[src/rtl/spi_reg_cmd_if.sv]
// Byte-level bus between the SPI byte shifter and the register command decoder.
// The slave modport is the decoder's view; the master modport drives it.
interface spi_reg_cmd_if;
  logic       SS;
  logic       rxValid;
  logic [7:0] rx;
  logic [7:0] tx;
  logic [7:0] status;
  logic       wrStrobe;
  logic [3:0] wrAddr;
  logic [7:0] wrData;
  logic [7:0] ctrl;
  logic       busy;

  modport slave (
    input  SS, rxValid, rx, status,
    output tx, wrStrobe, wrAddr, wrData, ctrl, busy
  );

  modport master (
    output SS, rxValid, rx, status,
    input  tx, wrStrobe, wrAddr, wrData, ctrl, busy
  );
endinterface

[src/rtl/spi_reg_cmd.sv]
// SPI register command decoder: the first byte of a frame selects read/write and a start
// address, and the following bytes stream through an auto-incrementing 16-entry map.
module spi_reg_cmd (
  input logic          sysClk,
  input logic          usrReset,
  spi_reg_cmd_if.slave bus
);
  typedef enum logic [1:0] {StIdle, StCmd, StWrite, StRead} state_e;
  localparam logic [7:0] DevId = 8'hA5;

  logic [1:0] ss_sync_q;
  logic       ss_dly_q;
  logic       primed_q;
  logic       armed_q, armed_d;
  logic       ss_s, ss_start, ss_end, upd;
  state_e     state_q, state_d;
  logic [3:0] addr_q, addr_d;
  logic [7:0] tx_q, tx_d;
  logic       wr_strobe_q, wr_strobe_d;
  logic [3:0] wr_addr_q, wr_addr_d;
  logic [7:0] wr_data_q, wr_data_d;
  // Entry 15 is never written; it only keeps the index range uniform.
  logic [7:0] regs_q [16];
  logic [7:0] regs_d [16];

  always_comb begin
    ss_s     = ss_sync_q[1];
    ss_start = ss_dly_q & ~ss_s;
    ss_end   = ~ss_dly_q & ss_s;
    // Only accept a frame start once SS has been seen inactive after reset.
    armed_d  = armed_q | (primed_q & ss_sync_q[0]);
  end

  always_comb begin
    state_d     = state_q;
    addr_d      = addr_q;
    regs_d      = regs_q;
    wr_strobe_d = 1'b0;
    wr_addr_d   = wr_addr_q;
    wr_data_d   = wr_data_q;
    upd         = 1'b0;
    if (ss_end) begin
      state_d = StIdle;
      upd     = 1'b1;
    end else begin
      unique case (state_q)
        StIdle: begin
          if (ss_start && armed_q) begin
            state_d = StCmd;
            upd     = 1'b1;
          end
        end
        StCmd: begin
          if (bus.rxValid) begin
            addr_d  = bus.rx[3:0];
            state_d = bus.rx[7] ? StRead : StWrite;
            upd     = 1'b1;
          end
        end
        StWrite: begin
          if (bus.rxValid) begin
            wr_strobe_d = 1'b1;
            wr_addr_d   = addr_q;
            wr_data_d   = bus.rx;
            if (addr_q != 4'hF) regs_d[addr_q] = bus.rx;
            addr_d = addr_q + 4'd1;
            upd    = 1'b1;
          end
        end
        StRead: begin
          if (bus.rxValid) begin
            addr_d = addr_q + 4'd1;
            upd    = 1'b1;
          end
        end
        default: state_d = StIdle;
      endcase
    end
  end

  always_comb begin
    tx_d = tx_q;
    if (upd) begin
      unique case (state_d)
        StWrite: tx_d = 8'h00;
        StRead:  tx_d = (addr_d == 4'hF) ? bus.status : regs_q[addr_d];
        default: tx_d = DevId;
      endcase
    end
  end

  always_ff @(posedge sysClk or posedge usrReset) begin
    if (usrReset) begin
      ss_sync_q   <= 2'b11;
      ss_dly_q    <= 1'b1;
      primed_q    <= 1'b0;
      armed_q     <= 1'b0;
      state_q     <= StIdle;
      addr_q      <= 4'h0;
      tx_q        <= DevId;
      wr_strobe_q <= 1'b0;
      wr_addr_q   <= 4'h0;
      wr_data_q   <= 8'h00;
      for (int i = 0; i < 16; i++) regs_q[i] <= 8'h00;
    end else begin
      ss_sync_q   <= {ss_sync_q[0], bus.SS};
      ss_dly_q    <= ss_s;
      primed_q    <= 1'b1;
      armed_q     <= armed_d;
      state_q     <= state_d;
      addr_q      <= addr_d;
      tx_q        <= tx_d;
      wr_strobe_q <= wr_strobe_d;
      wr_addr_q   <= wr_addr_d;
      wr_data_q   <= wr_data_d;
      regs_q      <= regs_d;
    end
  end

  assign bus.tx       = tx_q;
  assign bus.wrStrobe = wr_strobe_q;
  assign bus.wrAddr   = wr_addr_q;
  assign bus.wrData   = wr_data_q;
  assign bus.ctrl     = regs_q[0];
  assign bus.busy     = ~ss_s;
endmodule

[src/flat_wrapper.sv]
// flat-port wrapper written by rule: the top's interface ports become plain ports
module spi_reg_cmd_flat 
  (sysClk, usrReset, bus_SS, bus_rxValid, bus_rx, bus_status, bus_tx, bus_wrStrobe, bus_wrAddr, bus_wrData, bus_ctrl, bus_busy);
  spi_reg_cmd_if bus_i ();
  input logic sysClk;
  input logic usrReset;
  input wire logic [$bits(bus_i.SS)-1:0] bus_SS;
  input wire logic [$bits(bus_i.rxValid)-1:0] bus_rxValid;
  input wire logic [$bits(bus_i.rx)-1:0] bus_rx;
  input wire logic [$bits(bus_i.status)-1:0] bus_status;
  output wire logic [$bits(bus_i.tx)-1:0] bus_tx;
  output wire logic [$bits(bus_i.wrStrobe)-1:0] bus_wrStrobe;
  output wire logic [$bits(bus_i.wrAddr)-1:0] bus_wrAddr;
  output wire logic [$bits(bus_i.wrData)-1:0] bus_wrData;
  output wire logic [$bits(bus_i.ctrl)-1:0] bus_ctrl;
  output wire logic [$bits(bus_i.busy)-1:0] bus_busy;
  assign bus_i.SS = bus_SS;
  assign bus_i.rxValid = bus_rxValid;
  assign bus_i.rx = bus_rx;
  assign bus_i.status = bus_status;
  assign bus_tx = bus_i.tx;
  assign bus_wrStrobe = bus_i.wrStrobe;
  assign bus_wrAddr = bus_i.wrAddr;
  assign bus_wrData = bus_i.wrData;
  assign bus_ctrl = bus_i.ctrl;
  assign bus_busy = bus_i.busy;
  spi_reg_cmd u_core (.sysClk(sysClk), .usrReset(usrReset), .bus(bus_i));
endmodule
[config.mk]
export PLATFORM = sky130hd
export DESIGN_NAME = spi_reg_cmd_flat
export DESIGN_NICKNAME = d
export VERILOG_FILES = /design/src/rtl/spi_reg_cmd_if.sv /design/src/rtl/spi_reg_cmd.sv /design/src/flat_wrapper.sv
export SDC_FILE = /design/constraint.sdc
export NUM_CORES = 1
export LEC_CHECK = 0
export ABC_AREA = 0
export CAP_MARGIN = 20
export CORE_MARGIN = 10
export CORE_UTILIZATION = 28
export DETAILED_ROUTE_END_ITERATION = 6
export HOLD_SLACK_MARGIN = 0.1
export PLACE_DENSITY_LB_ADDON = 0.15
export SLEW_MARGIN = 20
export SYNTH_ARGS = -nofsm -noshare
export SYNTH_HDL_FRONTEND = slang
export SYNTH_SLANG_ARGS = --single-unit
[constraint.sdc]
create_clock -name sysClk -period 9.81 [get_ports sysClk]
set_input_delay 1.4715 -clock sysClk [delete_from_list [all_inputs] [get_ports sysClk]]
set_output_delay 1.4715 -clock sysClk [all_outputs]
set_load 0.01 [all_outputs]
==> metrics.md <==
| Metric | Value |
|---|---|
| Number of buffers inserted for hold repair after clock tree synthesis | 0 |
| Worst Tran Pin Value | 984 ps |
| First-pass GRT wire length | 32700 µm |
| Worst-case clock buffer depth | 2 |
| Number of warning messages in the yosys log | 0 |
| Number of buffers created by CTS | 17 |
| Path depth of the worst reg2reg path | 6 |
| Residual DRC | 0 |
| Netlist area before placement | 7390 µm² |
| Vertical die dimension | 182 µm |
| Number of synthesized flops with an enable pin | 0 |
| Max capacitance violation total | 0 |
| Die area | about 33000 µm² |
| Share of the synthesized area in compound gates (AO/OA/AOI/OAI) | 0.0638 |
| Largest clock skew in the final design | 7.33 ps |
| Pin count of the biggest net entering global routing | 101 |
| Filler cell count | approximately 2.6k |
| Post-synthesis cell count | 624 |
| RSZ-0062 raised after global routing | no |
| Worst setup path category | in -> reg |
| Register area | 3840 µm² |
| Most frequent standard cell in the layout excluding fill and tap cells | sky130_fd_sc_hd__dfrtp_1 |
| Post-synthesis sequential element count | 153 |
| Detailed router's first-iteration violation count | 368 |
| Sequential fraction of the synthesis area | 0.519 |
| Effective utilization at floorplan | 0.284 |
| Number of top-level pins | 50 |
| Fin. max-slew vios | 0 |
| Post-synthesis simple-gate area fraction | 0.112 |
| Root Buffer | sky130_fd_sc_hd__clkbuf_16 |
| Clk_lat worst skew | between 400 and 500 ps |
| Met1 WL | roughly 9800 µm |
| Detailed-routed wire length on met2 | 9990 µm |
| Syn_area_per_cell | 11.8 µm² |
| Portion of the clock cycle consumed by the worst path in the final layout | 0.474 |
| Area share of fa/ha/maj cells after synthesis | 0.00677 |
| Leakage power of the design | 3.98 nW |
| Worst slew margin | 0.340 |
| H-tree Lvls | 4 |
| F_max | around 220 MHz |
| # diodes | 0 |
| Post-layout nets | 675 |
| Worst min path class | reg -> reg |
| Detailed Route WL | approximately 21000 µm |
| Synthesized netlist net count | 648 |
| Distinct cell type count of the synthesized netlist | 51 |
| Placeable core region | 26000 µm² |
| Min Clock Period, post-route | about 4600 ps |
| Tot GR Track Use | 0.128 |
| Design Power | 2.50 mW |
| Post-synthesis mux area share | 0.251 |
| Post-CTS setup-driven buffer insertion count | 0 |
| Required time worst endpoint | 10120 ps |
| DR vias/cell | 4.89 |
| Data arrival time of the critical path | 4960 ps |
| Max VDD drop | 0.116 mV |
| Remaining number of nets flagged by the antenna check after routing | 0 |
| Routed wirelength normalized by instance count | 20.9 µm |
| Areal power density over the cells | between 200 and 300 nW/µm² |
| Routed via count | between 4k and 5k |
| Clock slew seen by the registers of the worst setup and hold paths | about 70 ps |
| Synth Flop Type | sky130_fd_sc_hd__dfrtp_1 |
| Sort of element at the start of the critical path | primary input |
| TNS Setup | 0 ps |
| Combinational family with the most area after synthesis | multiplexers |
| Worst Hold Launch | u_core.ss_sync_q[0] |
| Routability Congestion | 0.783 |
| Met3 layer wire length in the routed design | around 850 µm |
| FF-to-FF setup slack | 6100 ps |
| Capturing point of the worst reg2reg path | u_core.bus.ctrl[3] |
| Synth-to-layout area growth | 17.0% |
| Number of gates resized after cts | 0 |
| Most frequent cells in the layout | sky130_fd_sc_hd__dfrtp_1, sky130_fd_sc_hd__mux2_2, sky130_fd_sc_hd__nand2_1 |
| Vias in the first global route | 5093 |
| Worst Setup Slack, final | between 5000 and 6000 ps |
| Crit end category | flip-flop |
| Xor/xnor share of the synthesized area | 0 |
| Site row count | 59 |
| Number of stages on the worst hold path | 0 |
| Max layer used | met4 |
| Run status | completed |
| End of the worst hold path | u_core.ss_sync_q[1] |
| Ratio of cells with drive above 1 in the final layout | 0.292 |
| CTS sink count | 153 |
| Number of optimization iterations in the first detailed-route pass | 5 |
| Worst slack, placed | between 4000 and 5000 ps |
| Dpl hpwl | 13800 µm |
| Number of buffers inserted by port buffering | 49 |
| Number of endpoints with negative hold slack in the final report | 0 |
| Worst reg2reg path startpoint | u_core.ss_dly_q |
| Overflow left after global routing | 0 |
| Initial antenna violation count | 1 |
| Clock tree from TritonCTS | built |
| Crit path max fanout | 15 |
| Horizontal extent of the die | 182 µm |
| Setup violators final | 0 |
| Area taken by multi-input logic gates | 3210 µm² |
| Synth async-reset ratio | 1.00 |
## state kept, by name (all words and copies together) (netlist names)
name / cells
u_core.bus.ctrl: 8
u_core.bus.tx: 8
u_core.addr_q: 4
u_core.bus.wrAddr: 4
u_core.bus.wrData: 8
u_core.primed_q: 1
u_core.ss_dly_q: 1
u_core.armed_q: 1
u_core.ss_sync_q: 2
u_core.regs_q: 113
u_core.state_q: 2
u_core.bus.wrStrobe: 1
## critical path: stages
cell and delay [ps]:
sky130_fd_sc_hd__clkdlybuf4s50_1 640, sky130_fd_sc_hd__nand4b_1 600, sky130_fd_sc_hd__inv_1 700, sky130_fd_sc_hd__nand2_1 320, sky130_fd_sc_hd__nor3_2 810, sky130_fd_sc_hd__mux2_2 420
## kinds of logic (layout without fill, tap and decap cells)
| kind of cell | Yosys count | after routing |
|---|---|---|
| adder cells (fa/ha/maj) | 4 | 4 |
| buffers and inverters | 56 | 96 |
| multiplexers | 169 | 169 |
| flip-flops | 153 | 153 |
| other | 1 | 1 |
| AO/OA/AOI/OAI | 62 | 62 |
| AND/OR/NAND/NOR | 179 | 179 |
## how the worst max path moves through the flow
stage / start / endpoint / slack, ps / cells after the start
2_1_floorplan: usrReset / u_core.addr_q[0] / 4230 / 1
3_3_place_gp: bus_rxValid / u_core.bus.ctrl[3] / 4550 / 6
3_5_place_dp: bus_rxValid / u_core.bus.ctrl[6] / 4540 / 6
4_1_cts: bus_rxValid / u_core.bus.ctrl[7] / 4990 / 6
5_1_grt: bus_rxValid / u_core.bus.ctrl[0] / 4790 / 6
6_report: bus_rxValid / u_core.bus.ctrl[3] / 5160 / 6
## cell usage after synthesis, types with 6 or more instances
cell	instances	area [µm²]
sky130_fd_sc_hd__nand3_1	14	70.1
sky130_fd_sc_hd__nand2_1	89	334
sky130_fd_sc_hd__nand4_1	8	50.1
sky130_fd_sc_hd__inv_1	7	26.3
sky130_fd_sc_hd__nor2_1	27	101
sky130_fd_sc_hd__buf_4	14	105
sky130_fd_sc_hd__mux2i_1	43	430
sky130_fd_sc_hd__mux2_2	125	1410
sky130_fd_sc_hd__dfrtp_1	146	3650
sky130_fd_sc_hd__o211ai_1	9	67.6
sky130_fd_sc_hd__nor3_1	6	30.0
sky130_fd_sc_hd__dfstp_2	7	184
sky130_fd_sc_hd__nor2_2	11	68.8
sky130_fd_sc_hd__o2111ai_1	12	105
sky130_fd_sc_hd__a21oi_1	12	60.1
sky130_fd_sc_hd__clkbuf_1	20	75.1
## where the power goes
part | total (mW) | switching, mW | internal [mW]
Sequential | 0.961 | 0.136 | 0.825
Clock | 0.684 | 0.298 | 0.386
Combinational | 0.856 | 0.482 | 0.374
## layout make-up
type | count | share of cell area
Clock buffer | 17 | 0.0492
Clock inverter | 15 | 0.0210
Inverter | 10 | 0.00550
Multi-Input combinational cell | 415 | 0.371
Sequential cell | 153 | 0.444
Tap cell | 335 | 0.0485
Timing Repair Buffer | 54 | 0.0611
## through the flow
stage / hold slack [ps] / cells / cell area (µm²) / util
2_1_floorplan: 354 / 624 / 7390 / -
3_3_place_gp: 355 / 967 / 8040 / 0.309
3_5_place_dp: 361 / 967 / 8040 / 0.309
4_1_cts: 372 / 999 / 8650 / 0.333
5_1_grt: 375 / 999 / 8650 / 0.333
6_report: 369 / 999 / 8650 / 0.333
## metal layers
layer	global-route usage	up-vias
li1	-	2262
met1	0.171	2505
met2	0.203	96
met3	0.0279	22
met4	0.0364	0
met5	0	-
(Power assumes the default switching activity.)
